<file path="config.mk">
export PLATFORM = sky130hd
export DESIGN_NAME = mips32_prog_loader
export DESIGN_NICKNAME = d
export VERILOG_FILES = /design/src/rtl/mips32_prog_loader.sv
export SDC_FILE = /design/constraint.sdc
export NUM_CORES = 1
export LEC_CHECK = 0
export CORE_MARGIN = 5
export CORE_UTILIZATION = 53
export CTS_BUF_LIST = sky130_fd_sc_hd__clkbuf_16
export DETAILED_ROUTE_END_ITERATION = 12
export GPL_TIMING_DRIVEN = 1
export PLACE_DENSITY = 0.83
export SLEW_MARGIN = 40
export SYNTH_ARGS = -nofsm -noshare
export SYNTH_HDL_FRONTEND = slang
export SYNTH_SLANG_ARGS = --single-unit
</file>
<file path="constraint.sdc">
create_clock -name clk_1 -period 11.3 [get_ports clk_1]
set_clock_uncertainty 0.05 [all_clocks]
set_input_delay 2.825 -clock clk_1 [delete_from_list [all_inputs] [get_ports clk_1]]
set_output_delay 2.825 -clock clk_1 [all_outputs]
set_load 0.01 [all_outputs]
</file>
<file path="src/rtl/mips32_prog_loader.sv">
// Program loader for the MIPS32 core: accepts a valid/ready word stream,
// writes it to contiguous instruction memory addresses starting at 0, and
// releases the core once the final word has committed. It also reports the
// number of words written and their additive checksum.
module mips32_prog_loader #(
  parameter int DEPTH  = 1024,
  parameter int ADDR_W = $clog2(DEPTH)
) (
  input  logic              clk_1,
  input  logic              rst,
  input  logic              start,
  input  logic              abort,
  input  logic              in_valid,
  input  logic [31:0]       in_data,
  input  logic              in_last,
  output logic              in_ready,
  output logic              imem_we,
  output logic [ADDR_W-1:0] imem_addr,
  output logic [31:0]       imem_wdata,
  output logic              core_run,
  output logic              busy,
  output logic              err,
  output logic [ADDR_W:0]   word_count,
  output logic [31:0]       checksum
);

  typedef enum logic [2:0] {
    S_IDLE  = 3'd0,
    S_LOAD  = 3'd1,
    S_FLUSH = 3'd2,
    S_RUN   = 3'd3,
    S_ERR   = 3'd4
  } state_t;

  state_t              state_q, state_d;
  logic [ADDR_W-1:0]   ptr_q, ptr_d;
  logic [ADDR_W:0]     wc_q, wc_d;
  logic [31:0]         cs_q, cs_d;
  logic                err_q, err_d;
  logic                run_q, run_d;
  logic                we_q, we_d;
  logic [ADDR_W-1:0]   addr_q, addr_d;
  logic [31:0]         wdata_q, wdata_d;
  logic                accept;

  // A beat is taken whenever the stream is valid while loading.
  assign accept = in_valid && (state_q == S_LOAD);

  // Next-state and datapath updates; abort overrides everything, including
  // a beat arriving in the same cycle.
  always_comb begin
    state_d = state_q;
    ptr_d   = ptr_q;
    wc_d    = wc_q;
    cs_d    = cs_q;
    err_d   = err_q;
    run_d   = run_q;
    we_d    = 1'b0;
    addr_d  = addr_q;
    wdata_d = wdata_q;

    if (abort) begin
      state_d = S_IDLE;
      err_d   = 1'b0;
      run_d   = 1'b0;
    end else begin
      case (state_q)
        S_IDLE: begin
          if (start) begin
            state_d = S_LOAD;
            ptr_d   = '0;
            wc_d    = '0;
            cs_d    = '0;
            err_d   = 1'b0;
          end
        end
        S_LOAD: begin
          if (accept) begin
            we_d    = 1'b1;
            addr_d  = ptr_q;
            wdata_d = in_data;
            ptr_d   = ptr_q + ADDR_W'(1);
            wc_d    = wc_q + (ADDR_W + 1)'(1);
            cs_d    = cs_q + in_data;
            if (in_last) begin
              state_d = S_FLUSH;
            end else if (ptr_q == ADDR_W'(DEPTH - 1)) begin
              // Memory is full and the program has not ended.
              state_d = S_ERR;
              err_d   = 1'b1;
            end
          end
        end
        S_FLUSH: begin
          // One cycle for the last write to commit before the core fetches.
          state_d = S_RUN;
          run_d   = 1'b1;
        end
        S_RUN: begin
          run_d = 1'b1;
        end
        S_ERR: begin
          run_d = 1'b0;
        end
        default: begin
          state_d = S_IDLE;
          run_d   = 1'b0;
        end
      endcase
    end
  end

  // State and output registers; reset clears everything immediately.
  always_ff @(posedge clk_1 or posedge rst) begin
    if (rst) begin
      state_q <= S_IDLE;
      ptr_q   <= '0;
      wc_q    <= '0;
      cs_q    <= '0;
      err_q   <= 1'b0;
      run_q   <= 1'b0;
      we_q    <= 1'b0;
      addr_q  <= '0;
      wdata_q <= '0;
    end else begin
      state_q <= state_d;
      ptr_q   <= ptr_d;
      wc_q    <= wc_d;
      cs_q    <= cs_d;
      err_q   <= err_d;
      run_q   <= run_d;
      we_q    <= we_d;
      addr_q  <= addr_d;
      wdata_q <= wdata_d;
    end
  end

  assign in_ready   = (state_q == S_LOAD);
  assign busy       = (state_q == S_LOAD) || (state_q == S_FLUSH);
  assign imem_we    = we_q;
  assign imem_addr  = addr_q;
  assign imem_wdata = wdata_q;
  assign core_run   = run_q;
  assign err        = err_q;
  assign word_count = wc_q;
  assign checksum   = cs_q;

endmodule

</file>
### Word-level counts from Yosys, hierarchy flattened

Cells that the tools add are included.

* $add $sub $neg: 3
* equality and inequality tests: 14
* bitwise logic cells: 1
* muxes and demuxes: 26
* reduce and logical (&&, ||, !) cells: 12

Operators by type and width (number)
* 32-bit 2-to-1 mux: 2
* 32-bit one-hot mux with 2 select lines: 1
* 32-bit adder: 1
* 11-bit 2-to-1 mux: 2
* 11-bit one-hot mux with 2 select lines: 1
* 10-bit 2-to-1 mux: 2
* 10-bit one-hot mux with 2 select lines: 1
* 3-bit 2-to-1 mux: 5
* 3-bit one-hot mux with 4 select lines: 1
* 11-bit by 1-bit adder with 11-bit output (second input constant): 1
* 10-bit by 1-bit adder with 10-bit output (second input constant): 1
* 10-bit == test (second input constant): 1
* 1-bit 2-to-1 mux: 9
* 4-bit AND reduction: 2
* 3-bit by 2-bit == test with 1-bit output (second input constant): 2
* 2-bit by 1-bit != test with 1-bit output (second input constant): 3
* 3-bit by 2-bit != test with 1-bit output (second input constant): 2
* 3-bit != test (second input constant): 2
* 2-bit OR reduction: 3
* 5-bit AND reduction: 1
* 4-bit by 3-bit != test with 1-bit output (second input constant): 1
* 1-bit one-hot mux with 2 select lines: 2
* 3-bit by 1-bit == test with 1-bit output (second input constant): 1
* 3-bit == test (second input constant): 1
* other kinds (8): 8

* output and inout port bits: 90
* input port bits: 38
* register bits: 101

### Depth between registers and ports, before layout

Gate-level depths: netlist (run 1).

* word-level depth: 6
* gate-level depth with buffers: 11

### Worst setup path after synthesis (run 1)

OpenSTA, ideal clock, no wires.

* path type: input to register
* start point: in in_data[0]
* end point: reg cs_q[22] (netlist: checksum[22])
* required time: 11.124 ns
* setup slack: 6.425 ns
* path buffers: 0
* data arrival time: 4.699 ns
* stages: 11
* cell sequence: ha_1 > inv_1 > fa_1 > nor2b_1 > o21a_1 > o21ai_1 > a31o_2 > nand4b_1 > nand2_1 > o2111a_1 > a221o_1

* longest elaborated chain between the ends: 3

Ends and longest elaborated chain
* start, declared: RTL line 14 `input logic [31:0] in_data,`
* 32-bit adder: RTL line 84 `cs_d = cs_q + in_data;`
* 32-bit 2-to-1 mux: RTL line 78 `if (accept) begin`
* 32-bit one-hot mux with 2 select lines: RTL line 67 `case (state_q)`
* end signal, assigned: RTL line 129 `cs_q <= cs_d;`
* end, declared: RTL line 38 `logic [31:0] cs_q, cs_d;`

No other way between the ends. The select of a mux whose other input is x is not followed.
A chain may end at the register's enable or synchronous reset.

### Worst setup path in the final report (run 1)

* start point: in in_data[2]
* end point: reg cs_q[21] (netlist: checksum[21])

The elaborated chain is that of the path after synthesis.

==> metrics.cfg, run 1 <==
[place]
buffer_ports.inserted=127
dp.cells=929
place.detailed.hpwl_um=11070
detailedPlace.worstSlack_ps=5662
finalWeightedCongestion=0.9077

[clock_network]
clk_path_buf_depth=2
h-tree-depth=3
holdBufCountCts=0
tritoncts.num_buffers=9
clk_pin_slew_ps=70
cts_tree=done
cts_resized=0
post_cts.repair.setup_buffers=0
cts_num_sinks=101
clk_latency_worst_skew_pair_ps=340
cts-root-buf=sky130_fd_sc_hd__clkbuf_16

[route]
detailedRoute.firstPassIterationCount=5
ant_nets=0
initialDrtViolationCount=407
detail_route.vias_per_cell=5.819
totalWireLength_um=15430
remaining_drc_errors=0
routed_wl_per_cell_um=16.33
vias=5499

[timing]
finalMaxSlewViolations=0
setup_repair_after_global_routing_missed_its_margin=no
report.final.hold_viol_count=0
setup_ws_ps=5967
final_layout_setup_total_negative_slack_ps=0
achievable-frequency_ghz=0.1875
period_share=0.4720
slew-limit-headroom=0.4428
report.final.setup_viol=0
layout_min_cycle_time_ps=5333
worst_hold_slack_ps=427.3
worst_pin_slew_ps=833.7

[worst_setup_path]
reg2reg_depth=9
worstReg2RegEnd=checksum[21]$_DFFE_PP0P_
regToRegStartpoint=checksum[2]$_DFFE_PP0P_
setup.reg_to_reg.worst_slack_ps=8500
cpPeakStageDelay_ps=490
type_of_origin_of_the_critical_path=primary input
crit_path_cell_trace=clkdlybuf4s50_1 -> ha_1 -> o211ai_1 -> o211ai_2 -> a31o_1 -> a21o_1 -> a21oi_2 -> nor4_1 -> a2111oi_0 -> o31ai_1
cpLargestDelayFamily=compound AO/OA/AOI/OAI gates
critPathBufInv=1
arrival_ps=5480
worst_ep_required_time_ps=11450
worstSetupEndpointType=flop
critPathMaxFanout=4
crit_slowest_cell=sky130_fd_sc_hd__a2111oi_0
criticalPathCategory=primary input to flop

[global_routing]
antenna_found_initial=0
grt_usage=0.2398
vias_in_the_first_global_route=5437
grt_start_max_net_pins=98
grt_pass1_wl_um=25840
grt.overflow.total=0

[yosys]
ys_warn_count=0
post-synth-top-area-cell=sky130_fd_sc_hd__dfrtp_1
edff_count_synth=0
post_synth_inst_count=687
syn_avg_cell_area_um2=8.471
flop_and_latch_count_out_of_synthesis=101
ys_seq_area_frac=0.4343
yosysUniqueCellTypes=57
ys_async_rst_share=1.000
most_common_flop_cell_mapped_by_yosys=sky130_fd_sc_hd__dfrtp_1
synthTopCellsByArea=sky130_fd_sc_hd__dfrtp_1 43%, sky130_fd_sc_hd__nand2_1 11%, sky130_fd_sc_hd__ha_1 7.1%
yosys.cell_count.top_type=sky130_fd_sc_hd__nand2_1
synth_top_area_frac=0.4343
synth.cells.most_frequent=175 x sky130_fd_sc_hd__nand2_1, 101 x sky130_fd_sc_hd__dfrtp_1, 46 x sky130_fd_sc_hd__o21ai_0, 45 x sky130_fd_sc_hd__a21oi_1, 38 x sky130_fd_sc_hd__nor2_1
mappedNetlistNets=759
synth.cell_area_um2=5819

[floorplan]
design.die.area_um2=13180
placement_rows=38
io_pins=128
floorplan.die.width_um=114.8
start_util=0.5392
die_y_um=114.8
core_um2=10790

[cells_and_area]
area_growth_pct=28.25
final_cells=945
antenna-diode-count=0
final_layout_size_suffix_gt1_frac=0.03354
design.final.nets=872

[min_path]
hold_path_depth=2
worst_hold_startpoint=imem_wdata[21]$_DFFE_PP0P_
hp-class=flop to flop
hold_path_end=imem_wdata[21]$_DFFE_PP0P_

[power_and_ir_drop]
finalPower_mw=1.842
vdd_drop_max_uv=122.7
power_per_cell_area_nw_per_um2=246.8
leakagePower_nw=3.507

[run]
cap_violations=0

[status]
status=finished clean

[per-stage QoR]
stage	cell area, µm²	utilization
finish	7463	0.6915
global route	7463	0.6915
CTS	7460	0.6912
detailed placement	7197	0.6668
global placement	7191	0.6662
floorplan	5819	-
[cells by family (layout without fill, tap and decap cells)]
| group | after synthesis | in the layout | synth area share |
|---|---|---|---|
| muxes | 1 | 1 | 0.001720 |
| AOI/OAI and AO/OA | 157 | 157 | 0.1688 |
| buffers and inverters | 46 | 164 | 0.03031 |
| DFF | 101 | 101 | 0.4343 |
| xor gates and xnor gates | 31 | 31 | 0.04666 |
| adders and majority gates | 34 | 34 | 0.07439 |
| and+or+nand+nor | 317 | 317 | 0.2438 |
[flip-flops by register name (all words and copies together) (netlist names)]
signal,count
err,1
ptr_q,10
imem_wdata,32
checksum,32
imem_addr,10
imem_we,1
word_count,11
state_q,3
core_run,1
[cells in the final DEF (no fill, tap or decap), types with 5 or more instances in the layout]
| master | Yosys | layout |
|---|---|---|
| sky130_fd_sc_hd__a211oi_1 | 5 | 5 |
| sky130_fd_sc_hd__a21o_1 | 14 | 14 |
| sky130_fd_sc_hd__a21oi_1 | 45 | 45 |
| sky130_fd_sc_hd__a31oi_1 | 5 | 5 |
| sky130_fd_sc_hd__and3_1 | 14 | 14 |
| sky130_fd_sc_hd__clkbuf_16 | 0 | 9 |
| sky130_fd_sc_hd__clkdlybuf4s50_1 | 0 | 127 |
| sky130_fd_sc_hd__dfrtp_1 | 101 | 101 |
| sky130_fd_sc_hd__ha_1 | 33 | 33 |
| sky130_fd_sc_hd__inv_1 | 19 | 21 |
| sky130_fd_sc_hd__nand2_1 | 175 | 175 |
| sky130_fd_sc_hd__nand3_1 | 34 | 33 |
| sky130_fd_sc_hd__nand4_1 | 11 | 11 |
| sky130_fd_sc_hd__nor2_1 | 38 | 38 |
| sky130_fd_sc_hd__nor3_1 | 9 | 9 |
| sky130_fd_sc_hd__o211ai_1 | 6 | 6 |
| sky130_fd_sc_hd__o21ai_0 | 46 | 46 |
| sky130_fd_sc_hd__o21bai_1 | 5 | 5 |
| sky130_fd_sc_hd__or3_1 | 7 | 7 |
| sky130_fd_sc_hd__xnor2_1 | 10 | 10 |
| sky130_fd_sc_hd__xor2_1 | 21 | 21 |
[metal layers]
layer  GRT usage  part of all wire
met1      0.3071              0.43
met2      0.4113              0.50
met3     0.04842             0.061
met4     0.07512             0.013
met5           0                 0
[tightest hold or removal path: stages, from the launching register on]
cell                      delay [ps]
sky130_fd_sc_hd__dfrtp_1         340
sky130_fd_sc_hd__nand2_1          50
sky130_fd_sc_hd__nand2_1          50
[how the worst max path moves through the flow]
stage / from / to / depth (start not counted)
after floorplan: rst / checksum[0]$_DFFE_PP0P_ / 1
after global placement: in_data[0] / checksum[22]$_DFFE_PP0P_ / 12
after detailed placement: in_data[2] / checksum[21]$_DFFE_PP0P_ / 10
after CTS: in_data[2] / checksum[21]$_DFFE_PP0P_ / 10
after global routing: in_data[0] / checksum[22]$_DFFE_PP0P_ / 12
final: in_data[2] / checksum[21]$_DFFE_PP0P_ / 10
[final cells by class]
class | instances | area [µm²]
Clock inverter | 7 | 37.54
Multi-Input combinational cell | 540 | 3128
Sequential cell | 101 | 2527
Fill cell | 870 | 3329
Timing Repair Buffer | 129 | 1294
Tap cell | 140 | 175.2
Inverter | 19 | 76.32
Clock buffer | 9 | 225.2
[power breakdown]
group          leakage, nW  total (mW)  internal (mW)  switching (mW)
registers             1.33       0.597          0.489           0.108
logic                 2.03       0.965          0.460           0.505
clock network        0.144       0.280          0.147           0.133
Note: power is estimated with default switching activity, not from simulation.
==> run 2: changes to the inputs <==
Settings changed: CORE_UTILIZATION 53 to 51, PLACE_DENSITY 0.83 to 0.8.
Clock period 11.3 ns to 5.4 ns, I/O delays scaled along.
==> run 2 against run 1 <==
Core utilization is 2.9 points lower. Wire length is 0.83% lower. Hold slack better by 0.61 ps. Via count is 1.1% lower. Largest cell class unchanged.
==> metrics.cfg, run 2 (same netlist as run 1, synthesis figures left out) <==
[status]
status=finished clean

[route]
detailedRoute.firstPassIterationCount=5
initialDrtViolationCount=466
routed_wl_per_cell_um=16.11
remaining_drc_errors=0
ant_nets=0
detail_route.vias_per_cell=5.725
totalWireLength_um=15310
vias=5439

[place]
detailedPlace.worstSlack_ps=1130
buffer_ports.inserted=127
place.detailed.hpwl_um=11150
place_area_um2=7209
finalWeightedCongestion=0.9169

[clock_network]
clk_path_buf_depth=2
cts_tree=done
clk_latency_worst_skew_pair_ps=340
cts_num_sinks=101
tritoncts.num_buffers=9
h-tree-depth=3
cts_resized=0
clk_pin_slew_ps=70
post_cts.repair.setup_buffers=0
cts-root-buf=sky130_fd_sc_hd__clkbuf_16
holdBufCountCts=0

[worst_setup_path]
setup.reg_to_reg.worst_slack_ps=2420
crit_slowest_cell=sky130_fd_sc_hd__clkdlybuf4s50_1
cpPeakStageDelay_ps=500
cpLargestDelayFamily=simple AND/OR/NAND/NOR gates
worstSetupEndpointType=flop
arrival_ps=4160
critPathBufInv=2
crit_path_cell_trace=clkdlybuf4s50_1 -> nor3_2 -> nand3_4 -> buf_4 -> or2_2 -> nor3_1 -> and3_1 -> a211oi_1 -> a22oi_1
type_of_origin_of_the_critical_path=primary input
critPathMaxFanout=55
criticalPathCategory=primary input to flop
worst_ep_required_time_ps=5610

[timing]
layout_min_cycle_time_ps=3947
finalMaxSlewViolations=0
slew-limit-headroom=0.5489
final_layout_setup_total_negative_slack_ps=0
achievable-frequency_ghz=0.2533
report.final.hold_viol_count=0
report.final.setup_viol=0
worst_hold_slack_ps=428.0
setup_ws_ps=1453
worst_pin_slew_ps=675.7
setup_repair_after_global_routing_missed_its_margin=no
period_share=0.7310

[run]
cap_violations=0

[cells_and_area]
design.final.nets=874
antenna-diode-count=0
area_growth_pct=28.88
mostFrequentLayoutCells=174 x sky130_fd_sc_hd__nand2_1, 127 x sky130_fd_sc_hd__clkdlybuf4s50_1, 101 x sky130_fd_sc_hd__dfrtp_1, 46 x sky130_fd_sc_hd__o21ai_0, 45 x sky130_fd_sc_hd__a21oi_1
final_layout_size_suffix_gt1_frac=0.03717
final_common_cell=sky130_fd_sc_hd__nand2_1
finish.instance_area_um2=7500

[global_routing]
vias_in_the_first_global_route=5507
grt_start_max_net_pins=70
grt_pass1_wl_um=25830
antenna_found_initial=0
grt_usage=0.2328
grt.overflow.total=0

[min_path]
hp-class=flop to flop

[floorplan]
io_pins=128
start_util=0.5140
core_um2=11320
die_y_um=116.8
placement_rows=39
design.die.area_um2=13650
floorplan.die.width_um=116.8

[power_and_ir_drop]
leakagePower_nw=3.514
vdd_drop_max_uv=257.3
finalPower_mw=3.893
power_per_cell_area_nw_per_um2=519.1

[run 2: cell types whose count changed in the layout (fill, tap and decap cells not counted), moves of 2 or more]
cell | previous run | this run
sky130_fd_sc_hd__clkinv_4 | 2 | 0
sky130_fd_sc_hd__inv_4 | 2 | 0
sky130_fd_sc_hd__buf_4 | 0 | 4
sky130_fd_sc_hd__clkinvlp_4 | 0 | 2
sky130_fd_sc_hd__buf_6 | 2 | 0
[run 2: power breakdown]
part	total, mW	internal [mW]	switching [mW]
clock	0.631	0.353	0.278
sequential	1.26	1.02	0.234
combinational	2.00	0.963	1.04
[run 2: final timing paths]
kind	startpoint	endpoint	cells after the start
max	abort	checksum[31]$_DFFE_PP0P_	9
min	imem_addr[4]$_DFFE_PP0P_	imem_addr[4]$_DFFE_PP0P_	2
max reg2reg	state_q[2]$_DFFE_PP0P_	checksum[31]$_DFFE_PP0P_	8
min reg2reg	imem_addr[4]$_DFFE_PP0P_	imem_addr[4]$_DFFE_PP0P_	2
max in group asynchronous	rst	imem_wdata[6]$_DFFE_PP0P_	3
min in group asynchronous	rst	word_count[8]$_DFFE_PP0P_	2
[run 2: final cells by class]
class	count	area [µm²]
fill	920	3821
multi-input combinational	540	3131
sequential	101	2527
timing repair buffer	131	1301
clock buffer	9	225.2
tap	143	178.9
inverter	19	76.32
clock inverter	7	60.06
[run 2: metrics by stage]
stage          cells    util
6_report         950  0.6625
5_1_grt          950  0.6625
4_1_cts          950  0.6620
3_5_place_dp     934  0.6368
3_3_place_gp     934  0.6368
2_1_floorplan    687       -
[run 2: layer usage]
layer	up-vias	global-route usage	wire, µm
met2	182	0.4027	7546
met1	2596	0.2954	6590
met5	-	0	0
li1	2634	-	-
met4	0	0.07034	300
met3	27	0.04730	869
[run 2: tightest hold or removal path, stage by stage, from the launching register on]
cell	delay, ps
sky130_fd_sc_hd__dfrtp_1	340
sky130_fd_sc_hd__nand2_1	50
sky130_fd_sc_hd__nand2_1	50
